--- config.mk ---
export PLATFORM = sky130hd
export DESIGN_NAME = vending_machine
export DESIGN_NICKNAME = d
export VERILOG_FILES = /design/src/rtl/vending_machine.sv
export SDC_FILE = /design/constraint.sdc
export NUM_CORES = 1
export LEC_CHECK = 0
export BUFFER_PORTS_ARGS = -buffer_cell sky130_fd_sc_hd__buf_2
export CORE_UTILIZATION = 56
export CTS_CLUSTER_SIZE = 40
export DETAILED_ROUTE_END_ITERATION = 10
export PLACE_DENSITY = 0.94
export SLEW_MARGIN = 30
export SYNTH_ARGS = -nofsm -noshare
export SYNTH_HDL_FRONTEND = slang
export SYNTH_SLANG_ARGS = --single-unit
--- constraint.sdc ---
create_clock -name clk -period 8.9 [get_ports clk]
set_input_delay 0.445 -clock clk [delete_from_list [all_inputs] [get_ports clk]]
set_output_delay 0.445 -clock clk [all_outputs]
set_load 0.05 [all_outputs]
--- src/rtl/vending_machine.sv ---
// Coin-operated vending controller: credit accumulates in 5-unit steps, one-hot
// item selection vends with change or requests more coins. All outputs registered.
module vending_machine #(
  parameter int CREDIT_W = 5,
  parameter int PRICE0   = 1,
  parameter int PRICE1   = 2,
  parameter int PRICE2   = 4,
  parameter int PRICE3   = 3,
  parameter int PRICE4   = 5
) (
  input  logic                clk,
  input  logic                rst,
  input  logic [3:0]          coin,
  input  logic [4:0]          item,
  output logic [CREDIT_W-1:0] change_coins,
  output logic                enter_more_coins,
  output logic [CREDIT_W-1:0] state_current,
  output logic [4:0]          item_out
);

  localparam logic [CREDIT_W-1:0] P0 = CREDIT_W'(PRICE0);
  localparam logic [CREDIT_W-1:0] P1 = CREDIT_W'(PRICE1);
  localparam logic [CREDIT_W-1:0] P2 = CREDIT_W'(PRICE2);
  localparam logic [CREDIT_W-1:0] P3 = CREDIT_W'(PRICE3);
  localparam logic [CREDIT_W-1:0] P4 = CREDIT_W'(PRICE4);

  logic [CREDIT_W-1:0] credit_r;
  logic [CREDIT_W-1:0] change_r;
  logic                more_r;
  logic [4:0]          item_r;

  logic [CREDIT_W-1:0] coin_val_s;
  logic [CREDIT_W:0]   sum_full_s;
  logic [CREDIT_W-1:0] sum_s;
  logic [CREDIT_W-1:0] price_s;
  logic                item_ok_s;
  logic [CREDIT_W-1:0] credit_nxt_s;
  logic [CREDIT_W-1:0] change_nxt_s;
  logic                more_nxt_s;
  logic [4:0]          item_nxt_s;

  // Credit the coin first, then resolve any selection against the combined sum.
  always_comb begin
    coin_val_s   = {CREDIT_W{1'b0}};
    price_s      = {CREDIT_W{1'b0}};
    item_ok_s    = 1'b0;
    change_nxt_s = {CREDIT_W{1'b0}};
    more_nxt_s   = 1'b0;
    item_nxt_s   = 5'b00000;

    case (coin)
      4'b0001: coin_val_s = CREDIT_W'(1);
      4'b0010: coin_val_s = CREDIT_W'(2);
      4'b0100: coin_val_s = CREDIT_W'(4);
      4'b1000: coin_val_s = CREDIT_W'(10);
      default: coin_val_s = {CREDIT_W{1'b0}};
    endcase

    sum_full_s = {1'b0, credit_r} + {1'b0, coin_val_s};
    // A coin that would overflow the credit register is simply not taken.
    if (sum_full_s[CREDIT_W]) begin
      sum_s = credit_r;
    end else begin
      sum_s = sum_full_s[CREDIT_W-1:0];
    end
    credit_nxt_s = sum_s;

    case (item)
      5'b00001: begin price_s = P0; item_ok_s = 1'b1; end
      5'b00010: begin price_s = P1; item_ok_s = 1'b1; end
      5'b00100: begin price_s = P2; item_ok_s = 1'b1; end
      5'b01000: begin price_s = P3; item_ok_s = 1'b1; end
      5'b10000: begin price_s = P4; item_ok_s = 1'b1; end
      default:  begin price_s = {CREDIT_W{1'b0}}; item_ok_s = 1'b0; end
    endcase

    if (item_ok_s) begin
      if (sum_s >= price_s) begin
        change_nxt_s = sum_s - price_s;
        item_nxt_s   = item;
        credit_nxt_s = {CREDIT_W{1'b0}};
      end else begin
        more_nxt_s = 1'b1;
      end
    end else begin
      credit_nxt_s = sum_s;
    end
  end

  // Credit register and one-cycle output pulses.
  always_ff @(posedge clk or negedge rst) begin
    if (!rst) begin
      credit_r <= {CREDIT_W{1'b0}};
      change_r <= {CREDIT_W{1'b0}};
      more_r   <= 1'b0;
      item_r   <= 5'b00000;
    end else begin
      credit_r <= credit_nxt_s;
      change_r <= change_nxt_s;
      more_r   <= more_nxt_s;
      item_r   <= item_nxt_s;
    end
  end

  assign state_current    = credit_r;
  assign change_coins     = change_r;
  assign enter_more_coins = more_r;
  assign item_out         = item_r;

endmodule

==> flow_metrics.py, run 1 <==
metrics = {
    "floorplanning": {
        "die_y_um": 46.4,
        "core_um2": 1780,
        "die_w_um": 46.4,
        "start_util": 0.620,
        "dieArea_um2": 2160,
        "rows": 15,
        "io_pins": 27,
    },
    "timing": {
        "min_period_ns": 3.42,
        "relSlewSlack": 0.722,
        "skew_ns": 0.00452,
        "drv_slew": 0,
        "hold_viol": 0,
        "clock.fmax_ghz": 0.293,
        "tightest_slew_ns": 0.414,
        "finalSetupViolations": 0,
        "rsz0062_at_grt": "false",
        "fin_tns_setup_ns": 0,
        "worst_slack_ns": 5.48,
        "min_period_over_period": 0.384,
    },
    "critical_path": {
        "critical_path_class": "primary input to flip-flop",
        "crit_path_start": "coin[3]",
        "end_kind": "flip-flop",
        "critPathLaunchType": "primary input",
        "r2r-end": "change_coins[1]$_DFF_PN0_",
        "arrival_ns": 3.59,
        "crit_fanout": 11,
        "reg2reg_depth": 11,
        "rrSetupSlack_ns": 5.67,
        "crit_path_end": "change_coins[1]$_DFF_PN0_",
        "worstPathRequired_ns": 9.07,
        "timing.rr.start": "state_current[2]$_DFF_PN0_",
    },
    "yosys": {
        "synth_top_area_share": 0.362,
        "async_flop_share": 1.00,
        "synthesis.area_um2": 1110,
        "synth-edff-count": 0,
        "synth_nets": 127,
        "synth_cell_types": 43,
        "yosys_warnings": 0,
        "synth_ff_type": "dfrtp_1",
        "synth_seq_cells": 16,
        "synth_top_area_cell": "dfrtp_1",
        "ys_seq_area_frac": 0.362,
        "synth_area_leaders": "dfrtp_1 (36%), ha_1 (7.9%), and2_1 (4.0%)",
        "syn_inst": 107,
        "syn_area_per_cell_um2": 10.3,
    },
    "finish": {
        "final_common_cell": "buf_2",
        "diodes": 0,
        "syn2layout_area_growth_pct": 15.6,
        "final_nets": 154,
        "final_cells": 158,
        "most-common-layout-cells": "buf_2 (26), dfrtp_1 (16), inv_1 (9), and2_1 (7), ha_1 (7)",
        "drive_gt1_frac": 0.278,
    },
    "placed_design": {
        "numPortBuffers": 26,
        "place_ws_ns": 5.17,
        "dp.cells": 154,
        "dp_hpwl_um": 1710,
        "place.gp.congestion": 0.757,
    },
    "power": {
        "p_seq_frac": 0.285,
        "power_switching_w": 0.000171,
        "pwr-share-clk": 0.129,
        "p_per_area_nw_per_um2": 275,
        "total_power_w": 0.000352,
        "p_leak_nw": 0.655,
        "p_comb_frac": 0.587,
        "sw_frac_of_total": 0.485,
        "peakVddDrop_v": 0.000145,
        "internal-power_w": 0.000181,
    },
    "detailed_routing": {
        "wl_per_cell_um": 12.8,
        "first_pass_iters": 4,
        "routed_wl_um": 2030,
        "antenna_left": 0,
        "vias_per_cell": 5.66,
        "maxUsedRoutingLayer": "met4",
        "drt_iter0_drc": 3,
        "num_vias": 895,
        "remaining_drc_errors": 0,
        "wl_met1_um": 839,
        "wl_met3_um": 53,
        "met2_length_um": 1100,
    },
    "clock_network": {
        "tritoncts": "yes",
        "cts_root_buf": "clkbuf_4",
        "clk_path_buf_depth": 2,
        "insertion_delay_ns": 0.27,
        "clock_sinks": 16,
        "hold_buffers": 0,
        "cts_buffers": 3,
        "clk_pin_slew_ns": 0.09,
        "cts-resized-gates": 0,
        "postCtsSetupRepairBufs": 0,
        "h-tree-depth": 1,
    },
    "global_routing": {
        "grt_max_degree": 17,
        "antenna_found_initial": 0,
        "grt_usage": 0.214,
        "grt_pass1_wl_um": 3310,
        "grt_overflow": 0,
        "grt_pass1_vias": 811,
    },
    "run": {
        "maxCapViolations": 0,
    },
    "hold_path": {
        "min_path_type": "primary input to async pin",
    },
    "outcome": {
        "status": "finished, final reports clean",
    },
}
-- worst min-delay path by stage --
stage / endpoint / slack (ns) / depth (start not counted)
after floorplan: change_coins[0]$_DFF_PN0_ / 0.15 / 0
after global placement: item_out[1]$_DFF_PN0_ / 0.35 / 1
after detailed placement: item_out[3]$_DFF_PN0_ / 0.37 / 1
after CTS: item_out[3]$_DFF_PN0_ / 0.06 / 1
after global routing: item_out[0]$_DFF_PN0_ / 0.07 / 1
final: item_out[3]$_DFF_PN0_ / 0.06 / 1
-- final cells by class --
class | count | area, um^2
multi-input cells | 78 | 647
fillers | 137 | 504
flip-flops and latches | 16 | 400
repair buffers | 26 | 130
clock buffers | 4 | 36.3
inverters | 9 | 33.8
well taps | 25 | 31.3
-- cells by family after synthesis --
group,share of synthesized area
simple gates,0.197
compound gates,0.197
flops,0.362
buf+inv,0.0532
fa+ha+maj,0.115
xor+xnor,0.0475
mux,0.0283
-- Yosys cell counts (all sizes together) (2+ instances only) --
| cell | n |
|---|---|
| nor4 | 2 |
| and2 | 7 |
| o21ai | 3 |
| mux2i | 2 |
| nor4b | 5 |
| fa | 2 |
| xnor2 | 4 |
| a21o | 5 |
| a21oi | 6 |
| or4 | 2 |
| nor2 | 3 |
| nand2 | 5 |
| nor2b | 2 |
| ha | 7 |
| inv | 9 |
| dfrtp | 16 |
| o211ai | 2 |
| xor2 | 2 |
| buf | 3 |
| o2111ai | 2 |
-- power by group through the flow --
stage / Clock (W) / Combinational (W) / Sequential [W]
after floorplan: 0 / 0.000104 / 0.000160
after global placement: 0 / 0.000198 / 0.000101
after detailed placement: 0 / 0.000207 / 0.000102
after CTS: 0.0000468 / 0.000207 / 0.000100
after global routing: 0.0000500 / 0.000225 / 0.000102
final: 0.0000453 / 0.000206 / 0.000100
-- worst max-delay path, stage by stage --
cell      delay, ns
buf_2          0.12
nor4b_1        0.32
ha_1           0.38
a21oi_2        0.21
a21oi_1        0.09
o21ai_1        0.35
mux2i_1        0.29
ha_1           0.27
nand2b_1       0.14
a21o_1         0.18
a21o_1         0.22
o31a_4         0.39
and2_1         0.18
-- routing by layer --
metal,track usage,vias up
li1,-,443
met1,0.247,424
met2,0.403,23
met3,0.0235,5
met4,0.0647,0
met5,0,-
-- per-stage QoR --
step           area, um^2  hold slack (ns)   util
3_3_place_gp         1240            0.354  0.697
6_report             1280           0.0557  0.717
2_1_floorplan        1110            0.149      -
3_5_place_dp         1240            0.368  0.697
4_1_cts              1280           0.0625  0.717
5_1_grt              1280           0.0670  0.717
-- flip-flops by register name, indices dropped and copies added, names as in the netlist --
name / cells
item_out: 5
enter_more_coins: 1
change_coins: 5
state_current: 5
(Power assumes the default switching activity.)
==> inputs of run 2 (changes only) <==
--- a/config.mk
+++ b/config.mk
@@ -6,10 +6,10 @@
 export NUM_CORES = 1
 export LEC_CHECK = 0
 export BUFFER_PORTS_ARGS = -buffer_cell sky130_fd_sc_hd__buf_2
-export CORE_UTILIZATION = 56
+export CORE_UTILIZATION = 52
 export CTS_CLUSTER_SIZE = 40
 export DETAILED_ROUTE_END_ITERATION = 10
-export PLACE_DENSITY = 0.94
+export PLACE_DENSITY = 0.89
 export SLEW_MARGIN = 30
 export SYNTH_ARGS = -nofsm -noshare
 export SYNTH_HDL_FRONTEND = slang
==> constraint.sdc (replaced) <==
create_clock -name clk -period 3.37 [get_ports clk]
set_input_delay 0.1685 -clock clk [delete_from_list [all_inputs] [get_ports clk]]
set_output_delay 0.1685 -clock clk [all_outputs]
set_load 0.05 [all_outputs]
==> run 2 against run 1 <==
Non-clock buffer count up 3. Critical path type is now flip-flop to flip-flop. Sequential cell count did not move. Count of clock-buffer cells in the layout did not move. Core utilization fell by 5.8 points. Clock skew is 0.0023 ns lower. Clock power rose to 2.7 times the previous value. Worst setup slack got worse by 5.2 ns. Critical path depth fell by 2. Hold slack gained 0.14 ns. Highest routed layer unchanged. Combinational power rose to 2.7 times the previous value. Cell area up 2.2%. Power rose to 2.7 times the previous value.
==> flow_metrics.py, run 2 (synthesized netlist as in run 1, its figures left out) <==
metrics = {
    "outcome": {
        "status": "finished, final reports clean",
    },
    "critical_path": {
        "worst_path_max_delay_cell": "dfrtp_1",
        "crit_path_start": "state_current[2]$_DFF_PN0_",
        "r2r-end": "change_coins[1]$_DFF_PN0_",
        "timing.rr.start": "state_current[2]$_DFF_PN0_",
        "worstPathCellList": "ha_1 -> a21oi_2 -> a21oi_1 -> o21ai_1 -> mux2i_1 -> ha_1 -> nand2b_1 -> a21o_1 -> a21o_1 -> o31a_4 -> and2_1",
        "crit_path_end": "change_coins[1]$_DFF_PN0_",
        "critical_path_class": "flip-flop to flip-flop",
        "critPathLaunchType": "flip-flop",
        "arrival_ns": 3.31,
        "crit_fanout": 11,
        "crit_cells": 11,
        "reg2reg_depth": 11,
        "crit_buf_inv": 0,
        "crit_family": "compound AO/OA/AOI/OAI gates",
        "rrSetupSlack_ns": 0.24,
        "crit_path_max_incr_delay_ns": 0.41,
        "worstPathRequired_ns": 3.55,
        "end_kind": "flip-flop",
    },
    "placed_design": {
        "place.gp.congestion": 0.815,
        "dp_hpwl_um": 1730,
        "dpl-instance-area_um2": 1260,
        "place_ws_ns": 0.0537,
        "numPortBuffers": 26,
    },
    "finish": {
        "most-common-layout-cells": "buf_2 (26), dfrtp_1 (16), inv_1 (9), and2_1 (7), ha_1 (7)",
        "final_nets": 157,
        "final_area_um2": 1310,
        "diodes": 0,
        "drive_gt1_frac": 0.287,
        "final_common_cell": "buf_2",
        "syn2layout_area_growth_pct": 18.1,
        "fillers": 165,
    },
    "floorplanning": {
        "dieArea_um2": 2320,
        "rows": 16,
        "die_y_um": 48.1,
        "io_pins": 27,
        "start_util": 0.558,
        "die_w_um": 48.1,
        "core_um2": 1980,
    },
    "clock_network": {
        "cts_buffers": 3,
        "cts_root_buf": "clkbuf_4",
        "h-tree-depth": 1,
        "insertion_delay_ns": 0.29,
        "clk_pin_slew_ns": 0.09,
        "clk_path_buf_depth": 2,
        "cts-resized-gates": 0,
        "postCtsSetupRepairBufs": 0,
        "tritoncts": "yes",
        "clock_sinks": 16,
    },
    "global_routing": {
        "grt_max_degree": 17,
        "grt_pass1_wl_um": 3320,
        "antenna_found_initial": 0,
        "grt_overflow": 0,
        "grt_usage": 0.210,
        "grt_pass1_vias": 841,
    },
    "detailed_routing": {
        "num_vias": 900,
        "remaining_drc_errors": 0,
        "drt_iter0_drc": 15,
        "antenna_left": 0,
        "wl_per_cell_um": 13.0,
        "first_pass_iters": 5,
        "routed_wl_um": 2120,
        "vias_per_cell": 5.52,
    },
    "power": {
        "p_per_area_nw_per_um2": 725,
        "p_leak_nw": 0.668,
        "total_power_w": 0.000947,
        "peakVddDrop_v": 0.000385,
    },
    "timing": {
        "hold_slack_ns": 0.192,
        "relSlewSlack": 0.743,
        "hold_viol": 0,
        "clock.fmax_ghz": 0.319,
        "finalSetupViolations": 0,
        "min_period_ns": 3.13,
        "min_period_over_period": 0.929,
        "rsz0062_at_grt": "false",
        "fin_tns_setup_ns": 0,
        "worst_slack_ns": 0.238,
        "skew_ns": 0.00220,
        "tightest_slew_ns": 0.381,
        "drv_slew": 0,
    },
    "run": {
        "maxCapViolations": 0,
    },
    "hold_path": {
        "min_path_type": "primary input to flip-flop",
    },
}
==> run 2: cell types whose count changed in the layout (fill, tap and decap cells not counted), sizes merged <==
cell,change
buf,+2
dlygate4sd3,+1
==> run 2: worst min path at each step <==
| stage | cells after the start | start | slack (ns) | end |
|---|---|---|---|---|
| 6_report | 2 | item[1] | 0.19 | item_out[1]$_DFF_PN0_ |
| 5_1_grt | 2 | item[1] | 0.18 | item_out[1]$_DFF_PN0_ |
| 4_1_cts | 2 | item[1] | 0.18 | item_out[1]$_DFF_PN0_ |
| 3_5_place_dp | 1 | rst | 0.1 | state_current[3]$_DFF_PN0_ |
| 3_3_place_gp | 1 | rst | 0.08 | state_current[4]$_DFF_PN0_ |
| 2_1_floorplan | 0 | rst | -0.13 | change_coins[0]$_DFF_PN0_ |
==> run 2: area by class of cell <==
cell class                      count  area (um^2)  share of cell area
Sequential cell                    16          400               0.307
Clock buffer                        4         36.3              0.0278
Tap cell                           27         33.8              0.0259
Multi-Input combinational cell     78          647               0.495
Inverter                            9         33.8              0.0259
Timing Repair Buffer               29          155               0.119
==> run 2: stage by stage <==
step,utilization,instances
finish,0.659,163
CTS,0.659,163
global route,0.659,163
detailed placement,0.636,158
floorplan,-,107
global placement,0.636,158
==> run 2: worst reg2reg max path: cells and delay by family (launching register included) <==
kind	cells	cell delay, ns
fa+ha+maj	2	0.68
compound gates	6	1.31
simple gates	2	0.33
flops	1	0.41
mux	1	0.28
==> run 2: report_power, final <==
group	switching, W	total, W	leakage (nW)	internal (W)
registers	0.0000283	0.000264	0.216	0.000236
clock network	0.0000582	0.000124	0.0210	0.0000659
logic	0.000369	0.000559	0.431	0.000190
==> run 2: repair_timing <==
action	CTS	global route
hold buffers	1	0
setup endpoints to repair	0	0
endpoints found under the hold margin	16	0
==> run 2: metal layers <==
| metal | vias to the layer above | part of all wire | global-route usage | wire, um |
|---|---|---|---|---|
| met2 | 31 | 0.53 | 0.397 | 1110 |
| met1 | 413 | 0.41 | 0.214 | 864 |
| met3 | 5 | 0.042 | 0.0370 | 88 |
| met5 | - | 0 | 0 | 0 |
| met4 | 0 | 0.023 | 0.122 | 48 |
| li1 | 451 | - | - | - |
==> inputs of run 3 (changes only) <==
--- a/config.mk
+++ b/config.mk
@@ -9,6 +9,7 @@
 export CORE_UTILIZATION = 52
 export CTS_CLUSTER_SIZE = 40
 export DETAILED_ROUTE_END_ITERATION = 10
+export GPL_TIMING_DRIVEN = 0
 export PLACE_DENSITY = 0.89
 export SLEW_MARGIN = 30
 export SYNTH_ARGS = -nofsm -noshare
==> run 3 against run 2 <==
Core utilization grew 0.57 points. Sequential power is essentially flat. Via count grew 1.6%. Register-to-register slack lost 0.17 ns. Combinational power is essentially flat. Final cell count grew 0.61%. Cell area grew 0.86%. Clock power shrank 21%. Count of clock-buffer cells in the layout shrank 1. Sequential share of layout area shrank 0.26 points. Clock skew is essentially flat.
==> flow_metrics.py, run 3 (synthesized netlist as in run 1, its figures left out) <==
metrics = {
    "critical_path": {
        "critPathLaunchType": "flip-flop",
        "r2r-end": "item_out[2]$_DFF_PN0_",
        "worstPathCellList": "ha_1 -> buf_2 -> a21oi_2 -> a21oi_1 -> o21ai_2 -> mux2i_1 -> ha_1 -> nand2b_1 -> a21o_1 -> a21o_1 -> o31a_4 -> buf_6 -> and2_1",
        "crit_path_max_incr_delay_ns": 0.41,
        "worst_path_max_delay_cell": "dfrtp_1",
        "crit_fanout": 10,
        "crit_buf_inv": 2,
        "crit_family": "compound AO/OA/AOI/OAI gates",
        "critical_path_class": "flip-flop to flip-flop",
        "end_kind": "flip-flop",
        "timing.rr.start": "state_current[2]$_DFF_PN0_",
        "worstPathRequired_ns": 3.55,
        "arrival_ns": 3.48,
        "reg2reg_depth": 13,
        "rrSetupSlack_ns": 0.07,
    },
    "finish": {
        "final_common_cell": "buf_2",
        "final_area_um2": 1320,
        "final_util": 0.665,
        "syn2layout_area_growth_pct": 19.1,
        "drive_gt1_frac": 0.299,
        "diodes": 0,
        "fillers": 148,
        "most-common-layout-cells": "buf_2 (26), dfrtp_1 (16), inv_1 (9), and2_1 (7), ha_1 (7)",
        "final_nets": 159,
    },
    "outcome": {
        "status": "finished, final reports clean",
    },
    "clock_network": {
        "tritoncts": "yes",
        "h-tree-depth": 1,
        "clock_sinks": 16,
        "clk_path_buf_depth": 2,
        "insertion_delay_ns": 0.28,
        "cts_root_buf": "clkbuf_4",
        "cts_buffers": 3,
        "clk_pin_slew_ns": 0.09,
    },
    "global_routing": {
        "antenna_found_initial": 0,
        "grt_overflow": 0,
        "grt_pass1_vias": 806,
        "grt_max_degree": 17,
        "grt_usage": 0.214,
        "grt_pass1_wl_um": 3310,
    },
    "floorplanning": {
        "core_um2": 1980,
        "io_pins": 27,
        "dieArea_um2": 2320,
        "die_y_um": 48.1,
        "rows": 16,
        "die_w_um": 48.1,
        "start_util": 0.558,
    },
    "power": {
        "peakVddDrop_v": 0.000355,
        "p_leak_nw": 0.670,
        "p_per_area_nw_per_um2": 697,
    },
    "placed_design": {
        "place.gp.congestion": 0.826,
        "dpl-instance-area_um2": 1260,
        "numPortBuffers": 24,
        "dp_hpwl_um": 1710,
    },
    "detailed_routing": {
        "vias_per_cell": 5.57,
        "routed_wl_um": 2160,
        "first_pass_iters": 4,
        "wl_per_cell_um": 13.2,
        "num_vias": 914,
        "remaining_drc_errors": 0,
        "drt_iter0_drc": 12,
        "antenna_left": 0,
    },
    "hold_path": {
        "hp-start": "item[0]",
        "min_path_type": "primary input to flip-flop",
        "min_delay_path_depth": 2,
        "holdPathEnd": "item_out[0]$_DFF_PN0_",
    },
    "timing": {
        "hold_viol": 0,
        "min_period_ns": 3.30,
        "drv_slew": 0,
        "skew_ns": 0.00220,
        "clock.fmax_ghz": 0.303,
        "tightest_slew_ns": 0.356,
        "relSlewSlack": 0.759,
        "finalSetupViolations": 0,
        "min_period_over_period": 0.980,
    },
    "run": {
        "maxCapViolations": 0,
    },
}
-- run 3: layout make-up --
cell class	count	area, um^2	area share
multi-input combinational	78	657	0.499
sequential	16	400	0.304
timing repair buffer	27	145	0.110
inverter	9	33.8	0.0256
tap	27	33.8	0.0256
buffer	4	25.0	0.0190
clock buffer	3	22.5	0.0171
-- run 3: through the flow --
stage          setup TNS (ns)  instances  hold WS (ns)  setup WS, ns  total power, W
2_1_floorplan               0        107        -0.127        0.0278        0.000699
3_3_place_gp            -1.42        158        0.0789        -0.165        0.000792
3_5_place_dp            -2.86        158        0.0991        -0.301        0.000816
4_1_cts                     0        162         0.179         0.109        0.000917
5_1_grt             -0.000508        164         0.189     -0.000508        0.000986
6_report                    0        164         0.185        0.0662        0.000918
-- run 3: timing repair --
item,CTS,global route
pin swaps,0,2
hold endpoints to repair,16,0
gates resized for setup,1,1
hold buffers,1,0
endpoints found under the setup margin,2,9
setup buffers,0,2
-- run 3: worst max path at each step --
stage	startpoint	cells after the start	endpoint	slack, ns
global route	state_current[2]$_DFF_PN0_	13	item_out[1]$_DFF_PN0_	-0.0005
finish	state_current[2]$_DFF_PN0_	13	item_out[2]$_DFF_PN0_	0.07
CTS	coin[3]	15	item_out[2]$_DFF_PN0_	0.11
global placement	coin[3]	15	item_out[0]$_DFF_PN0_	-0.16
floorplan	state_current[2]$_DFF_PN0_	13	change_coins[1]$_DFF_PN0_	0.03
detailed placement	coin[3]	15	item_out[2]$_DFF_PN0_	-0.30
-- run 3: worst register-to-register path, stage by stage (launching register included) --
cell	delay (ns)
dfrtp_1	0.41
ha_1	0.30
buf_2	0.17
a21oi_2	0.16
a21oi_1	0.11
o21ai_2	0.30
mux2i_1	0.28
ha_1	0.27
nand2b_1	0.15
a21o_1	0.17
a21o_1	0.22
o31a_4	0.35
buf_6	0.14
and2_1	0.16
-- run 3: where the power goes --
part / leakage, nW / internal [W] / switching (W)
clock network: 0.0138 / 0.0000415 / 0.0000560
registers: 0.216 / 0.000236 / 0.0000285
logic: 0.440 / 0.000186 / 0.000371
-- run 3: per-layer routing --
| metal | GRT usage | part of all wire | vias to the layer above |
|---|---|---|---|
| li1 | - | - | 453 |
| met1 | 0.232 | 0.43 | 436 |
| met2 | 0.403 | 0.52 | 20 |
| met3 | 0.0444 | 0.027 | 5 |
| met4 | 0.0833 | 0.019 | 0 |
| met5 | 0 | 0 | - |
